$ cat src/rtl/serial_addsub_param.sv
// serial_addsub_param
//   Digit-serial adder/subtractor. One DIGIT-wide adder slice and a carry flop
//   process two WIDTH-bit operands over WIDTH/DIGIT cycles. Operations are
//   accepted with a valid/ready handshake.
//
//   Ports:
//     clk, reset_n         clock, asynchronous active-low reset
//     in_valid / in_ready  operand handshake; in_ready is high while idle
//     a_in, b_in           operands (two's complement or unsigned)
//     sub, cin             0: A+B+cin, 1: A-B-cin (cin acts as borrow-in)
//     sum_out              result, held until the next completion
//     carry_out            raw carry out of the MSB (sub mode: 1 = no borrow)
//     overflow             signed overflow of the last result
//     done                 one-cycle pulse when the outputs update
//     busy                 operation in progress
//
//   Build option: define SERIAL_ADDSUB_SATURATE_EN to clamp sum_out to the
//   signed limit on overflow. Without it, sum_out wraps modulo 2^WIDTH.
module serial_addsub_param #(
  parameter int unsigned WIDTH = 16,
  parameter int unsigned DIGIT = 1
) (
  input  logic             clk,
  input  logic             reset_n,
  input  logic             in_valid,
  output logic             in_ready,
  input  logic [WIDTH-1:0] a_in,
  input  logic [WIDTH-1:0] b_in,
  input  logic             sub,
  input  logic             cin,
  output logic [WIDTH-1:0] sum_out,
  output logic             carry_out,
  output logic             overflow,
  output logic             done,
  output logic             busy
);

  // Parameter legality is checked during elaboration.
  if (WIDTH < 2 || DIGIT == 0 || DIGIT > WIDTH || (WIDTH % DIGIT) != 0) begin : g_param_check
    $fatal(1, "serial_addsub_param: WIDTH must be >= 2 and DIGIT must divide WIDTH");
  end

  localparam int unsigned N  = WIDTH / DIGIT;
  localparam int unsigned CW = (N > 1) ? $clog2(N) : 1;
  localparam logic [CW-1:0] CntLast = CW'(N - 1);

  typedef enum logic [0:0] {StIdle, StRun} state_e;

  state_e           state_q, state_d;
  logic [WIDTH-1:0] a_q, a_d, b_q, b_d, res_q, res_d, sum_q, sum_d;
  logic [CW-1:0]    cnt_q, cnt_d;
  logic             carry_q, carry_d, cout_q, cout_d, ovf_q, ovf_d, done_q, done_d;

  logic             accept, last;
  logic [DIGIT:0]   slice_full;
  logic [DIGIT-1:0] slice_sum;
  logic             slice_cout, msb_cin, slice_ovf;
  logic [WIDTH+DIGIT-1:0] res_cat;
  logic [WIDTH-1:0] res_shift, res_final;

  assign accept = in_valid && (state_q == StIdle);
  assign last   = (state_q == StRun) && (cnt_q == CntLast);

  // Adder slice on the low digit of each operand register.
  assign slice_full = {1'b0, a_q[DIGIT-1:0]} + {1'b0, b_q[DIGIT-1:0]}
                    + {{DIGIT{1'b0}}, carry_q};
  assign slice_sum  = slice_full[DIGIT-1:0];
  assign slice_cout = slice_full[DIGIT];
  // Carry into the slice MSB recovered from that bit's sum and operands.
  assign msb_cin    = slice_sum[DIGIT-1] ^ a_q[DIGIT-1] ^ b_q[DIGIT-1];
  assign slice_ovf  = msb_cin ^ slice_cout;

  // New digit enters at the MSB end; the result register shifts right.
  assign res_cat   = {slice_sum, res_q};
  assign res_shift = res_cat[WIDTH+DIGIT-1:DIGIT];

`ifdef SERIAL_ADDSUB_SATURATE_EN
  // Final carry 0 means positive overflow (0111..1), carry 1 negative (1000..0).
  assign res_final = slice_ovf ? {slice_cout, {(WIDTH-1){~slice_cout}}} : res_shift;
`else
  assign res_final = res_shift;
`endif

  // State register
  always_ff @(posedge clk or negedge reset_n) begin
    if (!reset_n) begin
      state_q <= StIdle;
    end else begin
      state_q <= state_d;
    end
  end

  // Next-state logic
  always_comb begin
    state_d = state_q;
    unique case (state_q)
      StIdle:  if (in_valid) state_d = StRun;
      StRun:   if (last)     state_d = StIdle;
      default: state_d = StIdle;
    endcase
  end

  // FSM outputs
  always_comb begin
    in_ready = (state_q == StIdle);
    busy     = (state_q == StRun);
  end

  // Datapath next-state
  always_comb begin
    a_d     = a_q;
    b_d     = b_q;
    res_d   = res_q;
    carry_d = carry_q;
    cnt_d   = cnt_q;
    sum_d   = sum_q;
    cout_d  = cout_q;
    ovf_d   = ovf_q;
    done_d  = 1'b0;
    if (accept) begin
      a_d     = a_in;
      b_d     = b_in ^ {WIDTH{sub}};
      carry_d = cin ^ sub;
      cnt_d   = '0;
    end else if (state_q == StRun) begin
      a_d     = a_q >> DIGIT;
      b_d     = b_q >> DIGIT;
      carry_d = slice_cout;
      res_d   = res_shift;
      cnt_d   = cnt_q + 1'b1;
      if (last) begin
        sum_d  = res_final;
        cout_d = slice_cout;
        ovf_d  = slice_ovf;
        done_d = 1'b1;
        cnt_d  = '0;
      end
    end
  end

  always_ff @(posedge clk or negedge reset_n) begin
    if (!reset_n) begin
      a_q     <= '0;
      b_q     <= '0;
      res_q   <= '0;
      carry_q <= 1'b0;
      cnt_q   <= '0;
      sum_q   <= '0;
      cout_q  <= 1'b0;
      ovf_q   <= 1'b0;
      done_q  <= 1'b0;
    end else begin
      a_q     <= a_d;
      b_q     <= b_d;
      res_q   <= res_d;
      carry_q <= carry_d;
      cnt_q   <= cnt_d;
      sum_q   <= sum_d;
      cout_q  <= cout_d;
      ovf_q   <= ovf_d;
      done_q  <= done_d;
    end
  end

  assign sum_out   = sum_q;
  assign carry_out = cout_q;
  assign overflow  = ovf_q;
  assign done      = done_q;

endmodule
$ cat config.mk
export PLATFORM = sky130hd
export DESIGN_NAME = serial_addsub_param
export DESIGN_NICKNAME = d
export VERILOG_FILES = /design/src/rtl/serial_addsub_param.sv
export SDC_FILE = /design/constraint.sdc
export NUM_CORES = 1
export LEC_CHECK = 0
export ABC_CLOCK_PERIOD_IN_PS = 3900
export CAP_MARGIN = 20
export CORE_UTILIZATION = 56
export DETAILED_ROUTE_END_ITERATION = 8
export HOLD_SLACK_MARGIN = 0.08
export PLACE_DENSITY_LB_ADDON = 0.05
export SETUP_SLACK_MARGIN = 0.1
export SYNTH_ARGS = -nofsm -noshare
export SYNTH_HDL_FRONTEND = slang
export SYNTH_SLANG_ARGS = --single-unit
export TNS_END_PERCENT = 50
$ cat constraint.sdc
create_clock -name clk -period 3.9 [get_ports clk]
set_input_delay 0.975 -clock clk [delete_from_list [all_inputs] [get_ports clk]]
set_output_delay 0.975 -clock clk [all_outputs]
set_load 0.02 [all_outputs]
==> results of run 1 <==
[sequential cells by signal, indices dropped and copies added (netlist names), 4 cells and up]
signal,count
cnt_q,4
sum_out,16
res_q,15
b_q,16
a_q,16
[worst register-to-register path, stage by stage (launching register included)]
cell,delay [ns]
dfrtp_2,0.37
buf_4,0.64
nand4_2,0.58
inv_2,0.47
nand2_1,0.11
nand2_1,0.07
[kinds of logic after synthesis]
| group | Yosys count | synth area share |
|---|---|---|
| multiplexers | 47 | 0.1499 |
| adder cells (fa/ha/maj) | 2 | 0.009965 |
| AO/OA/AOI/OAI | 40 | 0.06669 |
| flip-flops | 72 | 0.5519 |
| buffers and inverters | 21 | 0.05213 |
| AND/OR/NAND/NOR | 96 | 0.1158 |
| XOR/XNOR | 20 | 0.05366 |
[Yosys cell counts, drive strengths merged]
library cell	number	share of area
a21oi	1	0.0015
a21o	1	0.0023
nor3	1	0.0015
xor2	16	0.043
fa	1	0.0061
xnor2	4	0.011
nor2b	1	0.0019
o21ai	35	0.054
a22o	1	0.0027
nand4	1	0.0038
dfrtp	72	0.55
nand2	87	0.10
buf	17	0.048
nor2	4	0.0054
mux2i	32	0.098
clkbuf	2	0.0023
mux2	15	0.052
a211o	1	0.0027
ha	1	0.0038
inv	2	0.0023
nand3	2	0.0031
a211oi	1	0.0038
[power by group]
group	switching (mW)	total (mW)	internal (mW)
Combinational	0.428	0.859	0.431
Clock	0.266	0.589	0.322
Sequential	0.177	1.20	1.02
[metal layers]
metal  wire, um  GRT usage  vias up
met3        310    0.06512        9
met2       2704     0.3404       39
met1       2768     0.2799     1041
met5          0          0        -
li1           -          -     1076
met4         99    0.09444        0
[final cells by class]
| class | count | area, um2 |
|---|---|---|
| Clock buffer | 11 | 151.4 |
| Clock inverter | 3 | 42.54 |
| Fill cell | 429 | 1617 |
| Inverter | 2 | 7.507 |
| Multi-Input combinational cell | 205 | 1292 |
| Sequential cell | 72 | 1803 |
| Tap cell | 72 | 90.09 |
| Timing Repair Buffer | 58 | 570.5 |
[stage by stage]
step	power [mW]	instance area (um2)
after global placement	2.049	3764
after detailed placement	2.080	3764
after global routing	2.837	3958
final	2.649	3958
after CTS	2.681	3958
after floorplan	1.768	3264
[final timing paths]
check | startpoint | endpoint | depth (start not counted)
worst max-delay path | busy | in_ready | 2
worst min-delay path | sum_out[12] | sum_out[12] | 2
worst max register to register | busy | sum_out[5] | 5
worst min register to register | sum_out[12] | sum_out[12] | 2
max in group asynchronous | reset_n | busy | 1
min in group asynchronous | reset_n | res_q[12] | 1
==> metrics.yaml, run 1 <==
finClkSkew_ns: 0.006332
cp_num_buf_inv: 2
row_count: 27
place_inst: 409
core_area_um2: 5574
cts_buffers: 9
viasPerCell: 5.118
synth_warnings: 0
drt_pre_antenna_iters: 4
clock-sinks: 72
final_common_cell: "nand2_1"
finalWeightedCongestion: 0.6949
hold_viol: 0
cts_tree: "done"
whs_ns: 0.4741
routed_wl_mm: 5.883
rrSetupSlack_ns: 1.59
dieArea_um2: 6139
cap_violations: 0
post_cts_buffers: 0
num_antenna_cells: 0
start_util: 0.5856
syn_nets: 337
antenna_found_initial: 0
worst_slew_pin_slew_ns: 1.012
cp_max_fo: 3
critical_path_required_ns: 2.92
max-vdd-ir-drop_uv: 467.6
antenna_left: 0
fin_ws_ns: 1.491
fin_nets: 387
dp_hpwl_mm: 3.524
clk_path_buf_depth: 2
ios: 58
final.min_clock_period_ns: 2.409
cp_slowest_cell: "clkdlybuf4s50_1"
wl_per_cell_um: 13.91
drive_gt1_frac: 0.1054
crit_arrival_ns: 1.43
htree_levels: 3
final_cell_mix: "nand2_1 (87), dfrtp_1 (71), clkdlybuf4s50_1 (55)"
setup_violations: 0
clock-root-buffer: "clkbuf_8"
ys_ff_latch: 72
grt_max_degree: 87
grt_pass1_vias: 2184
via_count: 2165
die_y_um: 78.35
final_util: 0.7100
drc: 0
drt-initial-drc-count: 141
cp-end-kind: "output port"
synth_cells: 298
rsz0062_at_grt: "no"
fin_cells: 423
place_ws_ns: 1.217
leakagePower_nw: 1.911
grt_pass1_wl_mm: 10.16
die_x_um: 78.35
syn_avg_cell_area_um2: 10.95
crit_family: "buffers and inverters"
start_kind: "register"
syn_to_final_growth_pct: 21.23
cp_cell_sequence: "inv_1, clkdlybuf4s50_1"
status: "finished clean"
grt_use_total: 0.2171
slew_headroom: 0.3255
ctsHoldBuffers: 0
period_share: 0.6178
numPortBuffers: 57
syn_area_um2: 3264
clk_latency_ns: 0.34
path_class: "register to output port"
max_clock_freq_ghz: 0.4150
final_max_slew_viol_count: 0
grt.overflow.total: 0
p_per_area_nw_per_um2: 669.4
synth_cell_types: 28
fin_setup_tns_ns: 0
post_cts_resized: 0
yosysSeqAreaShare: 0.5519
cpPeakStageDelay_ns: 0.60
hold_path_class: "register to register"
path_clk_slew_ns: 0.07
Power figures use the tool's default switching activity.
==> run 2: changes to the inputs <==
--- a/config.mk
+++ b/config.mk
@@ -5,9 +5,9 @@
 export SDC_FILE = /design/constraint.sdc
 export NUM_CORES = 1
 export LEC_CHECK = 0
-export ABC_CLOCK_PERIOD_IN_PS = 3900
+export ABC_CLOCK_PERIOD_IN_PS = 2100
 export CAP_MARGIN = 20
-export CORE_UTILIZATION = 56
+export CORE_UTILIZATION = 47
 export DETAILED_ROUTE_END_ITERATION = 8
 export HOLD_SLACK_MARGIN = 0.08
 export PLACE_DENSITY_LB_ADDON = 0.05
==> constraint.sdc (replaced) <==
create_clock -name clk -period 2.1 [get_ports clk]
set_input_delay 0.525 -clock clk [delete_from_list [all_inputs] [get_ports clk]]
set_output_delay 0.525 -clock clk [all_outputs]
set_load 0.02 [all_outputs]
==> metrics.yaml, run 2 (synthesis gave the netlist of run 1 again) <==
ctsHoldBuffers: 0  # unchanged
fill_cells: 571  # was 429
wl_per_cell_um: 13.69  # was 13.91 um
grt_pass1_wl_mm: 10.38  # was 10.16 mm
numPortBuffers: 57  # unchanged
post_cts_resized: 0  # unchanged
setup_violations: 0  # unchanged
drive_gt1_frac: 0.1278  # was 0.1054
die_x_um: 85.34  # was 78.35 um
clk_path_buf_depth: 2  # unchanged
cp_num_buf_inv: 1  # was 2
grt.overflow.total: 0  # unchanged
period_share: 0.8848
multi_input_area_um2: 1292  # unchanged
via_count: 2163  # was 2165
grt_use_total: 0.1835  # was 0.2171
row_count: 30  # was 27
drt-initial-drc-count: 85  # was 141
fin_nets: 394  # was 387
die_y_um: 85.34  # was 78.35 um
ios: 58  # unchanged
routed_wl_mm: 6.023  # was 5.883 mm
cp-end-kind: "output port"  # unchanged
start_util: 0.4831  # was 0.5856
path_clk_slew_ns: 0.08  # was 0.07 ns
antenna_left: 0  # unchanged
crit_family: "buffers and inverters"  # unchanged
clk_latency_ns: 0.34  # about the same
final_common_cell: "nand2_1"  # unchanged
critical_path_required_ns: 1.57  # was 2.92 ns
core_area_um2: 6756  # was 5574 um2
cap_violations: 0  # unchanged
ff_latch_area_um2: 1803  # unchanged
cp_max_fo: 2  # was 3
cpPeakStageDelay_ns: 0.63  # was 0.60 ns
crit_arrival_ns: 1.33  # was 1.43 ns
max_clock_freq_ghz: 0.5382
drt_pre_antenna_iters: 5  # was 4
clock-sinks: 72  # unchanged
cp_cell_sequence: "clkdlybuf4s50_1"  # was inv_1, clkdlybuf4s50_1
hold_viol: 0  # unchanged
worst_slew_pin_slew_ns: 0.5237  # was 1.012 ns
start_kind: "register"  # unchanged
antenna_found_initial: 0  # unchanged
htree_levels: 3  # unchanged
viasPerCell: 4.916  # was 5.118
final_cell_mix: "nand2_1 (87), dfrtp_1 (71), clkdlybuf4s50_1 (54)"  # was nand2_1 (87), dfrtp_1 (71), clkdlybuf4s50_1 (55)
dieArea_um2: 7283  # was 6139 um2
path_class: "register to output port"  # unchanged
max-vdd-ir-drop_uv: 753.7  # was 467.6 uV
drc: 0  # unchanged
rsz0062_at_grt: "no"  # unchanged
grt_pass1_vias: 2229  # was 2184
fin_setup_tns_ns: 0  # unchanged
final_util: 0.6048  # was 0.7100
num_antenna_cells: 0  # unchanged
p_per_area_nw_per_um2: 1237  # was 669.4 nW/um2
finClkSkew_ns: 0.01174  # was 0.006332 ns
finalWeightedCongestion: 0.7033  # was 0.6949
leakagePower_nw: 1.979  # was 1.911 nW
grt_max_degree: 58  # was 87
final_max_slew_viol_count: 0  # unchanged
status: "finished clean"  # unchanged
cts_buffers: 9  # unchanged
cp_slowest_cell: "clkdlybuf4s50_1"  # unchanged
post_cts_buffers: 0  # unchanged
final.min_clock_period_ns: 1.858
slew_headroom: 0.6509  # was 0.3255
hold_path_class: "input port to asynchronous set/reset pin"  # was register to register
syn_to_final_growth_pct: 25.18  # was 21.23%
clock-root-buffer: "clkbuf_8"  # unchanged
cts_tree: "done"  # unchanged
dp_hpwl_mm: 3.958  # was 3.524 mm
-- run 2: worst paths after layout --
check                             from  depth (start not counted)  slack [ns]     endpoint
min                            reset_n                          1        0.11  sum_out[12]
min in group clk                a_q[4]                          2        0.48       a_q[3]
max reg2reg                       busy                          3        0.39     res_q[5]
min reg2reg                     a_q[4]                          2        0.48       a_q[3]
max in group asynchronous      reset_n                          2        1.43      b_q[11]
max                        sum_out[14]                          1        0.24  sum_out[14]
-- run 2: through the flow --
step / setup WS [ns] / cells / area (um2) / total power [mW] / hold WS [ns]
floorplan: 0.6647 / 298 / 3264 / 3.283 / 0.2294
CTS: 0.1122 / 440 / 4084 / 5.116 / 0.1142
global route: 0.1927 / 440 / 4086 / 5.399 / 0.1290
finish: 0.2420 / 440 / 4086 / 5.057 / 0.1095
detailed placement: 0.3840 / 424 / 3864 / 3.894 / 0.4626
global placement: 0.3908 / 424 / 3864 / 3.865 / 0.4605
-- run 2: metal layers --
layer | vias up | track usage | share of wire
met1 | 1022 | 0.2561 | 0.50
met2 | 41 | 0.2786 | 0.45
met5 | - | 0 | 0
li1 | 1095 | - | -
met3 | 5 | 0.04086 | 0.046
met4 | 0 | 0.07727 | 0.0091
-- run 2: area by class of cell --
type	count	area share
flip-flops and latches	72	0.4412
repair buffers	65	0.1623
clock inverters	7	0.02358
clock buffers	9	0.03031
well taps	80	0.02449
inverters	2	0.001837
multi-input cells	205	0.3163
-- run 2: power breakdown --
part / total, mW / internal (mW) / switching [mW]
logic: 1.61 / 0.820 / 0.790
clock network: 1.20 / 0.668 / 0.534
registers: 2.24 / 1.90 / 0.343
==> run 3: changes to the inputs <==
--- a/config.mk
+++ b/config.mk
@@ -5,13 +5,14 @@
 export SDC_FILE = /design/constraint.sdc
 export NUM_CORES = 1
 export LEC_CHECK = 0
-export ABC_CLOCK_PERIOD_IN_PS = 2100
+export ABC_CLOCK_PERIOD_IN_PS = 2170
 export CAP_MARGIN = 20
-export CORE_UTILIZATION = 47
+export CORE_UTILIZATION = 56
 export DETAILED_ROUTE_END_ITERATION = 8
 export HOLD_SLACK_MARGIN = 0.08
 export PLACE_DENSITY_LB_ADDON = 0.05
 export SETUP_SLACK_MARGIN = 0.1
+export SLEW_MARGIN = 25
 export SYNTH_ARGS = -nofsm -noshare
 export SYNTH_HDL_FRONTEND = slang
 export SYNTH_SLANG_ARGS = --single-unit
==> constraint.sdc (replaced) <==
create_clock -name clk -period 2.17 [get_ports clk]
set_input_delay 0.5425 -clock clk [delete_from_list [all_inputs] [get_ports clk]]
set_output_delay 0.5425 -clock clk [all_outputs]
set_load 0.02 [all_outputs]
==> metrics.yaml, run 3 (synthesis gave the netlist of run 1 again) <==
status: "finished clean"  # unchanged
crit_start: "busy"  # was sum_out[14]
max-vdd-ir-drop_uv: 716.0  # was 753.7 uV
rsz0062_at_grt: "no"  # unchanged
htree_levels: 3  # unchanged
finClkSkew_ns: 0.005687  # was 0.01174 ns
cp-end-kind: "output port"  # unchanged
die_x_um: 78.35  # was 85.34 um
fin_nets: 393  # was 394
fin_setup_tns_ns: 0  # unchanged
start_util: 0.5856  # was 0.4831
p_per_area_nw_per_um2: 1184  # was 1237 nW/um2
numPortBuffers: 57  # unchanged
wl_per_cell_um: 13.69  # about the same
clk_path_buf_depth: 2  # unchanged
finalWeightedCongestion: 0.7335  # was 0.7033
drt-initial-drc-count: 92  # was 85
post_cts_buffers: 0  # unchanged
placed_area_um2: 3821  # was 3864 um2
num_antenna_cells: 0  # unchanged
worst_slew_pin_slew_ns: 0.6374  # was 0.5237 ns
period_share: 0.9163
r2r-start: "a_q[0]"  # was busy
setup_violations: 0  # unchanged
drt_pre_antenna_iters: 4  # was 5
grt_use_total: 0.2177  # was 0.1835
grt.overflow.total: 0  # unchanged
final_common_cell: "nand2_1"  # unchanged
dp_hpwl_mm: 3.965  # was 3.958 mm
place_inst: 415  # was 424
cts_tree: "done"  # unchanged
crit_arrival_ns: 1.45  # was 1.33 ns
final.min_clock_period_ns: 1.988
core_area_um2: 5574  # was 6756 um2
ctsHoldBuffers: 0  # unchanged
drc: 0  # unchanged
hold_viol: 0  # unchanged
ios: 58  # unchanged
path_class: "register to output port"  # unchanged
critical_path_required_ns: 1.63  # was 1.57 ns
syn_to_final_growth_pct: 22.81  # was 25.18%
total_power_mw: 4.747  # was 5.057 mW
cp_max_fo: 4  # was 2
max_clock_freq_ghz: 0.5029
path_clk_slew_ns: 0.08  # about the same
cap_violations: 0  # unchanged
row_count: 27  # was 30
fin_cells: 431  # was 440
design_area_um2: 4009  # was 4086 um2
antenna_left: 0  # unchanged
die_y_um: 78.35  # was 85.34 um
slew_headroom: 0.5751  # was 0.6509
post_cts_resized: 0  # unchanged
grt_pass1_vias: 2240  # was 2229
via_count: 2212  # was 2163
final_cell_mix: "nand2_1 (87), dfrtp_1 (71), clkdlybuf4s50_1 (55)"  # was nand2_1 (87), dfrtp_1 (71), clkdlybuf4s50_1 (54)
fill_cells: 422  # was 571
leakagePower_nw: 1.938  # was 1.979 nW
drive_gt1_frac: 0.1226  # was 0.1278
clock-root-buffer: "clkbuf_8"  # unchanged
grt_pass1_wl_mm: 10.29  # was 10.38 mm
antenna_found_initial: 0  # unchanged
grt_max_degree: 72  # was 58
hold_path_class: "input port to asynchronous set/reset pin"  # unchanged
cts_buffers: 9  # unchanged
routed_wl_mm: 5.902  # was 6.023 mm
clk_latency_ns: 0.33  # was 0.34 ns
start_kind: "register"  # unchanged
clock-sinks: 72  # unchanged
final_max_slew_viol_count: 0  # unchanged
viasPerCell: 5.132  # was 4.916
dieArea_um2: 6139  # was 7283 um2
## run 3: final timing paths
kind	end	slack (ns)	cells after the start
setup / recovery	in_ready	0.18	2
hold / removal	sum_out[10]	0.12	1
setup reg to reg	overflow	0.56	4
hold reg to reg	sum_out[0]	0.47	2
max in group asynchronous	a_q[8]	1.49	2
min in group clk	sum_out[0]	0.47	2
## run 3: power by group
group	internal [mW]	switching, mW	total [mW]	leakage [nW]
registers	1.84	0.323	2.16	0.952
logic	0.788	0.785	1.57	0.894
clock network	0.525	0.486	1.01	0.0920
## run 3: per-layer routing
metal,GRT usage,up-vias,part of all wire
li1,-,1097,-
met1,0.2917,1058,0.47
met2,0.3465,44,0.47
met3,0.04651,13,0.044
met4,0.08889,0,0.018
met5,0,-,0
## run 3: cell type report
| type | count | area, um2 | share of cell area |
|---|---|---|---|
| clock inverter | 6 | 60.06 | 0.01498 |
| sequential | 72 | 1803 | 0.4498 |
| inverter | 2 | 7.507 | 0.001873 |
| multi-input combinational | 205 | 1292 | 0.3224 |
| clock buffer | 10 | 127.6 | 0.03184 |
| tap | 72 | 90.09 | 0.02247 |
| timing repair buffer | 64 | 628.1 | 0.1567 |
## run 3: metrics by stage
step           setup slack, ns  utilization  hold slack, ns
3_3_place_gp            0.3460       0.6855          0.4554
4_1_cts                 0.1698       0.7192          0.1281
6_report                0.1817       0.7192          0.1191
3_5_place_dp            0.2872       0.6855          0.4588
2_1_floorplan           0.7347            -          0.2469
5_1_grt                 0.1350       0.7192          0.1485
## run 3: worst max-delay path, stage by stage (launching register included)
cell and delay [ns]:
dfrtp_2 0.43, inv_1 0.09, clkdlybuf4s50_1 0.60
